### src/rtl/bus_xfer_arbiter.sv
// bus_xfer_arbiter: owns the shared internal bus, one-hot drive enables with an all-off turnaround
// cycle between owners, and captures the bus at the end of each grant. Macro ARB_FIXED_PRIO_EN selects fixed priority.
module bus_xfer_arbiter #(
   parameter int N_REQ       = 4,
   parameter int WIDTH       = 16,
   parameter int HOLD_CYCLES = 1,
   parameter int IDW         = 2
) (
   input  logic             clk,
   input  logic             rst,
   input  logic [N_REQ-1:0] req,
   output logic [N_REQ-1:0] grant_en,
   output logic [IDW-1:0]   grant_id,
   output logic             busy_drive,
   input  logic [WIDTH-1:0] bus_in,
   output logic [WIDTH-1:0] capture_data,
   output logic             capture_valid
);

   if (HOLD_CYCLES < 1 || HOLD_CYCLES > 15) begin : g_bad_hold
      $error("bus_xfer_arbiter: HOLD_CYCLES must be in 1..15");
   end
   if (N_REQ < 2 || N_REQ > 8) begin : g_bad_nreq
      $error("bus_xfer_arbiter: N_REQ must be in 2..8");
   end
   if (IDW != $clog2(N_REQ)) begin : g_bad_idw
      $error("bus_xfer_arbiter: IDW must equal clog2(N_REQ)");
   end

   localparam logic [1:0] ST_IDLE  = 2'd0;
   localparam logic [1:0] ST_GRANT = 2'd1;
   localparam logic [1:0] ST_TURN  = 2'd2;

   logic [1:0]       state_q, state_d;
   logic [N_REQ-1:0] grant_en_q, grant_en_d;
   logic [IDW-1:0]   grant_id_q, grant_id_d;
   logic             busy_q, busy_d;
   logic [3:0]       hold_cnt_q, hold_cnt_d;
   logic [WIDTH-1:0] capture_data_q, capture_data_d;
   logic             capture_valid_q, capture_valid_d;
   logic [IDW-1:0]   search_start;
   logic [IDW-1:0]   winner;
   logic             win_found;

`ifdef ARB_FIXED_PRIO_EN
   assign search_start = '0;
`else
   logic [IDW-1:0] rr_ptr_q, rr_ptr_d;
   assign search_start = rr_ptr_q;
`endif

   // First requester at or above search_start, wrapping past the top index.
   always_comb begin
      int idx;
      idx       = 0;
      winner    = '0;
      win_found = 1'b0;
      for (int i = 0; i < N_REQ; i++) begin
         idx = (int'(search_start) + i) % N_REQ;
         if (!win_found && req[idx[IDW-1:0]]) begin
            win_found = 1'b1;
            winner    = idx[IDW-1:0];
         end
      end
   end

   always_comb begin
      state_d         = state_q;
      grant_en_d      = grant_en_q;
      grant_id_d      = grant_id_q;
      busy_d          = busy_q;
      hold_cnt_d      = hold_cnt_q;
      capture_data_d  = capture_data_q;
      capture_valid_d = capture_valid_q;
`ifndef ARB_FIXED_PRIO_EN
      rr_ptr_d        = rr_ptr_q;
`endif
      case (state_q)
         ST_IDLE: begin
            if (win_found) begin
               grant_en_d = N_REQ'(1) << winner;
               grant_id_d = winner;
               busy_d     = 1'b1;
               hold_cnt_d = 4'(HOLD_CYCLES - 1);
               state_d    = ST_GRANT;
            end
         end
         ST_GRANT: begin
            if (hold_cnt_q != 4'd0) begin
               hold_cnt_d = hold_cnt_q - 4'd1;
            end else begin
               capture_data_d  = bus_in;
               capture_valid_d = 1'b1;
               grant_en_d      = '0;
               busy_d          = 1'b0;
`ifndef ARB_FIXED_PRIO_EN
               rr_ptr_d        = (grant_id_q == IDW'(N_REQ - 1)) ? '0 : grant_id_q + IDW'(1);
`endif
               state_d         = ST_TURN;
            end
         end
         ST_TURN: begin
            capture_valid_d = 1'b0;
            state_d         = ST_IDLE;
         end
         default: begin
            grant_en_d      = '0;
            busy_d          = 1'b0;
            capture_valid_d = 1'b0;
            state_d         = ST_IDLE;
         end
      endcase
   end

   always_ff @(posedge clk or posedge rst) begin
      if (rst) begin
         state_q         <= ST_IDLE;
         grant_en_q      <= '0;
         grant_id_q      <= '0;
         busy_q          <= 1'b0;
         hold_cnt_q      <= 4'd0;
         capture_data_q  <= '0;
         capture_valid_q <= 1'b0;
`ifndef ARB_FIXED_PRIO_EN
         rr_ptr_q        <= '0;
`endif
      end else begin
         state_q         <= state_d;
         grant_en_q      <= grant_en_d;
         grant_id_q      <= grant_id_d;
         busy_q          <= busy_d;
         hold_cnt_q      <= hold_cnt_d;
         capture_data_q  <= capture_data_d;
         capture_valid_q <= capture_valid_d;
`ifndef ARB_FIXED_PRIO_EN
         rr_ptr_q        <= rr_ptr_d;
`endif
      end
   end

   assign grant_en      = grant_en_q;
   assign grant_id      = grant_id_q;
   assign busy_drive    = busy_q;
   assign capture_data  = capture_data_q;
   assign capture_valid = capture_valid_q;

endmodule

### config.mk
export PLATFORM = sky130hd
export DESIGN_NAME = bus_xfer_arbiter
export DESIGN_NICKNAME = d
export VERILOG_FILES = /design/src/rtl/bus_xfer_arbiter.sv
export SDC_FILE = /design/constraint.sdc
export NUM_CORES = 1
export LEC_CHECK = 0
export CAP_MARGIN = 20
export CORE_MARGIN = 2
export CORE_UTILIZATION = 40
export DETAILED_ROUTE_END_ITERATION = 6
export PLACE_DENSITY = 0.83
export RECOVER_POWER = 25
export REMOVE_ABC_BUFFERS = 1
export SYNTH_ARGS = -nofsm -noshare
export SYNTH_HDL_FRONTEND = slang
export SYNTH_SLANG_ARGS = --single-unit
### constraint.sdc
create_clock -name clk -period 1.4 [get_ports clk]
set_input_delay 0.21 -clock clk [delete_from_list [all_inputs] [get_ports clk]]
set_output_delay 0.21 -clock clk [all_outputs]
set_load 0.01 [all_outputs]
# ---- Yosys cells after proc, flatten, opt, wreduce, memory -nomap -nowiden
# Index checks and enable logic that the tools add are counted.
dict set report totals {
  input_bits 22
  regBits 32
  out_inout_bits 24
}
dict set report op_classes {
  n_reduce_logical 15
  n_eq_ne 6
  bitwise 3
  n_lt_le_gt_ge 4
  n_addsub 5
  mux 31
  shifts 1
}
# cell count
set ops {}
lappend ops {{$mux 4} 4}
lappend ops {{$mux 2} 7}
lappend ops {{$lt 2x3->1 const B} 4}
lappend ops {{$pmux 4 s3} 1}
lappend ops {{$mux 1} 11}
lappend ops {{$bmux 1 s2} 4}
lappend ops {{$pmux 4 s2} 1}
lappend ops {{$reduce_and 2->1} 4}
lappend ops {{$ne 2x2->1 const B} 3}
lappend ops {{$reduce_and 3->1} 2}
lappend ops {{$add 2x1->2 const B} 2}
lappend ops {{$add 2x2->2 const B} 2}
lappend ops {{$eq 2x2->1 const B} 2}
lappend ops {{$pmux 2 s2} 1}
lappend ops {{$reduce_bool 4->1} 1}
lappend ops {{$shl 1x2->4 const A} 1}
lappend ops {{$sub 4x1->4 const B} 1}
lappend ops {{$logic_and 1x1->1} 3}
lappend ops {{$logic_not 1->1} 3}
lappend ops {{$not 1->1} 3}
lappend ops {{$pmux 1 s3} 1}
lappend ops {{$eq 2x1->1 const B} 1}
lappend ops {{$logic_not 2->1} 1}
lappend ops {{$pmux 1 s2} 1}
lappend ops {{$reduce_bool 2->1} 1}

# ---- Longest topological paths before layout
# Gate-level depths: netlist of the first run.
dict set report depth {
  word_depth 15
  depth_mapped 7
}

# ---- Worst setup path after synthesis of the first run
# Ideal clock, no wire load.
dict set report synth_timing {
  path_type {register to register}
  start {register hold_cnt_q[0]}
  end {register grant_en_q[1] (netlist: grant_en[1])}
  path_buffers 0
  path_stages_with_launch 7
  path_slack_ps -98
  setup_time_ps 120
  t_arrival_ps 1378
  period_less_slack_ps 1498
  required_ps 1280
  path_cell_list {dfrtp_1 > inv_1 > ha_1 > nor3b_2 > o21ai_0 > and3_2 > a31o_2}
}
dict set report synth_between {
  elab_chain_len 3
}
# element line
set synth_lines {}
lappend synth_lines {{start: declaration} 38} ;# logic [3:0] hold_cnt_q, hold_cnt_d;
lappend synth_lines {{start signal: assignment} 132} ;# hold_cnt_q <= hold_cnt_d;
lappend synth_lines {{$reduce_bool 4->1} 89} ;# if (hold_cnt_q != 4'd0) begin
lappend synth_lines {{$ne 2x2->1 (no line)} --}
lappend synth_lines {{$reduce_and 3->1 (no line)} --}
lappend synth_lines {{end signal: assignment} 129} ;# grant_en_q <= grant_en_d;
lappend synth_lines {{end: declaration} 35} ;# logic [N_REQ-1:0] grant_en_q, grant_en_d;
# Every way passes these cells.
# A chain may end at the register's enable or synchronous reset.

# ---- Final worst setup path of the first run
# Same ends and word-level chain as after synthesis.

==> results of run 1 <==
[worst max-delay path: cells and delay by family, from the launching register on]
kind | cells | cell delay (ns)
flip-flops | 1 | 0.41
AO/OA/AOI/OAI | 2 | 0.27
adder cells (fa/ha/maj) | 1 | 0.14
AND/OR/NAND/NOR | 2 | 0.41
buffers and inverters | 2 | 0.27
[layer usage]
metal  wire (um)  vias to the layer above  global-route usage, %
li1            -                      547                      -
met1        1452                      583                  21.34
met2        1989                       55                  34.84
met3         282                       18                  6.071
met4         155                        0                  9.511
met5           0                        -                      0
[area by class of cell]
class / instances / area (um2) / area share (%)
Clock inverter: 1 / 7.507 / 0.3275
Tap cell: 46 / 57.56 / 2.511
Sequential cell: 32 / 800.8 / 34.93
Inverter: 7 / 26.28 / 1.146
Multi-Input combinational cell: 72 / 690.7 / 30.13
Clock buffer: 7 / 55.05 / 2.402
Timing Repair Buffer: 68 / 654.4 / 28.55
[what timing repair did]
item / 4_1_cts / 5_1_grt
pin swaps: 6 / 5
setup endpoints to repair: 52 / 31
gates resized for setup: 41 / 19
gates cloned: 1 / 1
setup buffers: 3 / 1
[logic make-up (layout without fill, tap and decap cells)]
kind of cell,after synthesis,count (layout),share of synthesized area (%)
and+or+nand+nor,34,34,13.62
adders and majority gates,3,3,2.672
DFF,32,32,56.99
buffers and inverters,10,83,3.562
xor gates and xnor gates,2,2,1.247
AOI/OAI and AO/OA,14,14,6.768
muxes,19,19,15.14
[final timing paths]
path | start | end | slack (ns)
setup / recovery | hold_cnt_q[0]$_DFFE_PP0P_ | grant_en[1]$_DFFE_PP0P_ | -0.19
hold / removal | rst | capture_data[0]$_DFFE_PP0P_ | 0.45
setup reg to reg | hold_cnt_q[0]$_DFFE_PP0P_ | grant_en[1]$_DFFE_PP0P_ | -0.19
hold reg to reg | busy_drive$_DFFE_PP0P_ | busy_drive$_DFFE_PP0P_ | 0.48
max in group asynchronous | rst | capture_data[14]$_DFFE_PP0P_ | 0.51
min in group clk | req[2] | grant_en[0]$_DFFE_PP0P_ | 0.46
[stage by stage]
stage                     setup TNS (ns)  setup slack (ns)  instances
after floorplan                   -5.860           -0.3102        111
after global placement            -4.450           -0.3082        220
after detailed placement          -5.603           -0.3828        220
after CTS                         -2.074           -0.1202        232
after global routing              -4.884           -0.2218        233
final                             -3.850           -0.1873        233
[flip-flops by register name (all words and copies together), names as in the netlist]
register and count:
capture_data 16, grant_en 4, hold_cnt_q 4, grant_id 2
rr_ptr_q 2, state_q 2, busy_drive 1, capture_valid 1
[where the power goes]
| part | internal (mW) | total (mW) | switching (mW) | leakage, nW |
|---|---|---|---|---|
| Sequential | 1.37 | 1.65 | 0.279 | 0.388 |
| Combinational | 1.69 | 3.08 | 1.38 | 0.653 |
| Clock | 0.246 | 0.579 | 0.333 | 0.0315 |
| Total | 3.31 | 5.30 | 1.99 | 1.07 |
[cell usage in the layout, fill, tap and decap left out, types with 2 or more instances in the layout]
cell type and instances:
dfrtp_1 32, dlygate4sd2_1 23, clkdlybuf4s50_1 19, mux2_2 18, buf_4 15, nor2_1 6
nand2_1 5, inv_1 5, clkbuf_4 5, nand3_2 4, a21oi_2 3, o31ai_1 3
buf_6 3, nand2_4 2, nor4_2 2, nor3_1 2, or2b_1 2, nor3_4 2
o21ai_2 2, xor2_1 2, inv_2 2, ha_1 2, clkbuf_1 2, dlymetal6s2s_1 2
==> impl_results.md, run 1 <==
- Status: finished, violations left
- Failing checks: negative setup slack
- Vias per cell: slightly above 5
- Max Transition Viols Final: 0
- Worst-path clk slew: between 0.1 and 0.15 ns
- Netlist Area Pre-Place: around 1400 um2
- Number of synthesized register bits: 32
- Final WS setup: -0.1873 ns
- Final Critical Period: about 1.6 ns
- # port buffers: 45
- Crit-path max FO: 2
- Ports: 46
- CTS sink count: 32
- Maxcap violations: 0
- Gr usage total: approximately 20%
- Crit Path Category: flop to flop
- Final setup violation count: 28
- YS warnings: 0
- Clock Tree Buf Depth: 2
- # DRC: 0
- Initial antenna violation count: 0
- Largest net degree at the start of global routing: 23
- # fillers: 268
- Cell area after layout: approximately 2300 um2
- HPWL Detailed: roughly 2400 um
- DIE WIDTH: about 63 um
- Reg2Reg Depth: 7
- Req. time, crit path: around 1.7 ns
- WL/cell: about 17 um
- Worst Clk Skew: between 0.01 and 0.015 ns
- Most common cell in the netlist: dfrtp_1
- Share of cells above drive strength 1: slightly below 40%
- Unrepaired setup endpoints after global routing: true
- Core box area: 3363 um2
- NumNets Final: between 200 and 250
- Cell Chain, Critical Path: inv_2 > ha_4 > nor3b_4 > buf_4 > o21ai_2 > and3_4 > a31o_4
- Worst Hold Class: input pin to asynchronous set/reset pin
- Fmax: 630.0 MHz
- Cts hold-fix bufs: 0
- Via count: between 1000 and 1500
- Startpoint types: flop
- CTS tree: done
- Total Power: 5.301 mW
- Worst setup EP type: flop
- Final Cycle Share: 113.4%
- Worst VDD drop: approximately 1.2 mV
- Post-synth cell types: 32
- Cell taking the most area after synthesis: dfrtp_1
- Initial Utilization: between 40% and 50%
- Post-Synthesis Mean Instance Area: 12.33 um2
- # rows: 21
- Share of the synthesized area in the top cell type: 56.99%
- Die area: between 4000 and 5000 um2
- Initial DRC Count: 49
- Sequential-to-total area share from yosys stat: between 50 and 60%
- WHS: around 0.45 ns
- Worst-Margin Slew: just under 0.6 ns
- Slowest stage delay, CP: ~0.4 ns
- Synth-to-Final Area Change: 63.13%
- Worst-Skew Late Latency: 0.34 ns
- Util after Layout: just under 70%
- DRT antenna net count: 0
- Slew HR: between 60% and 70%
- Number of synthesized flops with an enable pin: 0
- Antenna diodes: 0
- Dpl cell area: 2037 um2
- Final Hold Viols: 0
- Gr ovfl total: 0
- Predominant post-synthesis flop cell: dfrtp_1
- First-pass GRT wire length: a little under 6000 um
- CTS Buf Count: 5
- Clk root buf: clkbuf_4
- Drt total wl: roughly 3900 um
- Drt first pass iters: 4
- Async SR Flop Fraction: 100.0%
- Top cells by count, synth: 32 x dfrtp_1, 18 x mux2_2, 8 x nand2_1
- PD cells: about 2300 nW/um2
- Leakage power: 1.073 nW
- Placer Congestion: between 0.7 and 0.8
- Vias in the first global route: approximately 1300
- Synthesized instance count: approximately 110
- WP data arrival: roughly 1.8 ns
- Critical path's slowest cell: dfrtp_1
- Die height: between 60 and 70 um
- CTS H-tree depth: 2
- Ranking of synthesized cells by area: dfrtp_1 57%, mux2_2 14%, ha_1 2.7%
(Power assumes the default switching activity.)
==> run 2, diff against run 1 <==
--- a/config.mk
+++ b/config.mk
@@ -15,3 +15,4 @@
 export SYNTH_ARGS = -nofsm -noshare
 export SYNTH_HDL_FRONTEND = slang
 export SYNTH_SLANG_ARGS = --single-unit
+export TNS_END_PERCENT = 20
==> run 2 against run 1 <==
  * The run still ends with negative setup slack left
  * Core utilization decreased by 1.9 points
  * Combinational power fell by 7.1%
  * Setup slack better by 0.028 ns
  * Critical path depth shrank 1
  * Cell count is 0.43% lower
  * Critical path type unchanged
  * Power fell by 4.1%
  * Non-clock buffer count is 1 lower
  * Clock skew about the same
==> impl_results.md, run 2 (same netlist as run 1, synthesis figures left out) <==
- Clock Tree Buf Depth: 2 (unchanged)
- Req. time, crit path: 1.63 ns (was 1.65 ns)
- Dpl cell area: 2037 um2 (unchanged)
- Gr usage total: 19.23% (was 19.69%)
- WL/cell: 15.13 um (was 16.65 um)
- Total Power: 5.081 mW (was 5.301 mW)
- # DRC: 0 (unchanged)
- Core box area: 3363 um2 (unchanged)
- Initial Utilization: 41.78% (unchanged)
- # rows: 21 (unchanged)
- Register Area: 800.8 um2 (unchanged)
- Register share of total power: 32.3% (was 31.0%)
- Largest net degree at the start of global routing: 23 (unchanged)
- Die area: 4003 um2 (unchanged)
- Worst Clk Skew: 0.01145 ns (was 0.01138 ns)
- Cell area after layout: 2227 um2 (was 2292 um2)
- Max FFs per register: 16 (unchanged)
- Setup_tns: -3.055 ns (was -3.850 ns)
- Worst setup EP type: flop (unchanged)
- Max Transition Viols Final: 0 (unchanged)
- Die height: 63.27 um (unchanged)
- DIE WIDTH: 63.27 um (unchanged)
- NumNets Final: 210 (was 211)
- Final setup violation count: 26 (was 28)
- Status: finished, violations left (unchanged)
- Drt total wl: 3511 um (was 3880 um)
- Final Critical Period: 1.559 ns (was 1.587 ns)
- Antenna diodes: 0 (unchanged)
- Share of cells above drive strength 1: 36.02% (was 39.57%)
- Most frequent cells in the layout: 32 x dfrtp_1, 23 x dlygate4sd2_1, 20 x clkdlybuf4s50_1 (was 32 x dfrtp_1, 23 x dlygate4sd2_1, 19 x clkdlybuf4s50_1)
- Final WS setup: -0.1588 ns (was -0.1873 ns)
- Final Hold Viols: 0 (unchanged)
- WHS: 0.4580 ns (was 0.4550 ns)
- Via count: 1147 (was 1203)
- First-pass GRT wire length: 5837 um (was 5954 um)
- Initial DRC Count: 31 (was 49)
- Worst VDD drop: 1.120 mV (was 1.199 mV)
- Initial antenna violation count: 0 (unchanged)
- Commonest non-fill, non-tap cell in the layout: dfrtp_1 (unchanged)
- WP data arrival: 1.79 ns (was 1.84 ns)
- # fillers: 270 (was 268)
- Worst-Skew Late Latency: 0.34 ns (about the same)
- Cell internal pwr: 3.219 mW (was 3.307 mW)
- Vias per cell: 4.944 (was 5.163)
- Worst-path clk slew: 0.10 ns (was 0.11 ns)
- # port buffers: 45 (unchanged)
- Maxcap violations: 0 (unchanged)
- Clk pwr share: 11.3% (was 10.9%)
- Ports: 46 (unchanged)
- Multi-input logic area: 639.4 um2 (was 690.7 um2)
- Fmax: 641.5 MHz (was 630.0 MHz)
- Switch share: 36.66% (was 37.62%)
- CTS tree: done (unchanged)
- Drt first pass iters: 4 (unchanged)
- Final Cycle Share: 111.3% (was 113.4%)
- Startpoint types: flop (unchanged)
- Worst Hold Class: input pin to asynchronous set/reset pin (unchanged)
- CTS H-tree depth: 2 (unchanged)
- Util after Layout: 66.22% (was 68.15%)
- Failing checks: negative setup slack (unchanged)
- Synth-to-Final Area Change: 58.50% (was 63.13%)
- CTS Buf Count: 5 (unchanged)
- Leakage power: 1.045 nW (was 1.073 nW)
- Clk root buf: clkbuf_4 (unchanged)
- Placer Congestion: 0.7225 (unchanged)
- Slew HR: 61.92% (was 61.07%)
- Gr ovfl total: 0 (unchanged)
- Comb power frac: 56.3% (was 58.0%)
- Worst-Margin Slew: 0.5712 ns (was 0.5839 ns)
- PD cells: 2282 nW/um2 (was 2313 nW/um2)
- DRT antenna net count: 0 (unchanged)
- CTS sink count: 32 (unchanged)
- Unrepaired setup endpoints after global routing: true (unchanged)
- HPWL Detailed: 2435 um (unchanged)
- Crit-path max FO: 5 (was 2)
- Vias in the first global route: 1285 (was 1291)
- Crit Path Category: flop to flop (unchanged)
- Net switching power: 1.863 mW (was 1.994 mW)
run 2: path summary, 6_finish.rpt:
kind | startpoint | end | slack (ns) | cells past startpoint
setup / recovery | hold_cnt_q[0]$_DFFE_PP0P_ | capture_data[8]$_DFFE_PP0P_ | -0.16 | 6
hold / removal | rst | capture_data[0]$_DFFE_PP0P_ | 0.46 | 3
hold reg to reg | busy_drive$_DFFE_PP0P_ | busy_drive$_DFFE_PP0P_ | 0.48 | 2
max in group asynchronous | rst | capture_data[14]$_DFFE_PP0P_ | 0.52 | 3
min in group clk | busy_drive$_DFFE_PP0P_ | busy_drive$_DFFE_PP0P_ | 0.48 | 2
setup reg to reg | hold_cnt_q[0]$_DFFE_PP0P_ | capture_data[8]$_DFFE_PP0P_ | -0.16 | 6
run 2: worst max-delay path, cell delays in order, from the launching register on:
cell	delay (ns)
dfrtp_1	0.42
inv_2	0.09
ha_4	0.13
nor3b_4	0.24
nand2_4	0.14
clkbuf_16	0.18
mux2_2	0.26
run 2: power groups by stage:
stage,registers (mW),clock network [mW],logic [mW]
after floorplan,1.79,0,1.08
after CTS,1.64,0.581,2.64
after global placement,1.62,0,2.47
after global routing,1.70,0.617,3.11
final,1.64,0.575,2.86
after detailed placement,1.66,0,2.57
run 2: final cells by class:
class | count | share of cell area [%]
inverters | 7 | 1.180
multi-input cells | 72 | 28.71
repair buffers | 67 | 28.76
clock inverters | 1 | 0.3371
clock buffers | 7 | 2.472
flip-flops and latches | 32 | 35.95
well taps | 46 | 2.584
run 2: stage by stage:
stage                     instances  setup slack (ns)
after floorplan                 111           -0.3102
after global placement          220           -0.3082
after detailed placement        220           -0.3828
after CTS                       231           -0.1202
after global routing            232           -0.2156
final                           232           -0.1588
run 2: metal layers:
| layer | GRT usage, % | wire [um] | up-vias |
|---|---|---|---|
| li1 | - | - | 543 |
| met1 | 21.34 | 1356 | 551 |
| met2 | 34.18 | 1816 | 44 |
| met3 | 5.714 | 250 | 9 |
| met4 | 8.152 | 87 | 0 |
| met5 | 0 | 0 | - |
run 2: repair_timing:
item / in CTS / in global routing
hold buffers: 0 / 0
setup buffers: 2 / 0
gates cloned: 1 / 1
pin swaps: 2 / 7
gates resized for setup: 38 / 11
setup endpoints to repair: 52 / 31
==> run 3, diff against run 2 <==
--- a/config.mk
+++ b/config.mk
@@ -5,7 +5,6 @@
 export SDC_FILE = /design/constraint.sdc
 export NUM_CORES = 1
 export LEC_CHECK = 0
-export CAP_MARGIN = 20
 export CORE_MARGIN = 2
 export CORE_UTILIZATION = 40
 export DETAILED_ROUTE_END_ITERATION = 6
==> results of run 3 <==
No change in the layout: final DEF, timing and power equal those of run 2.
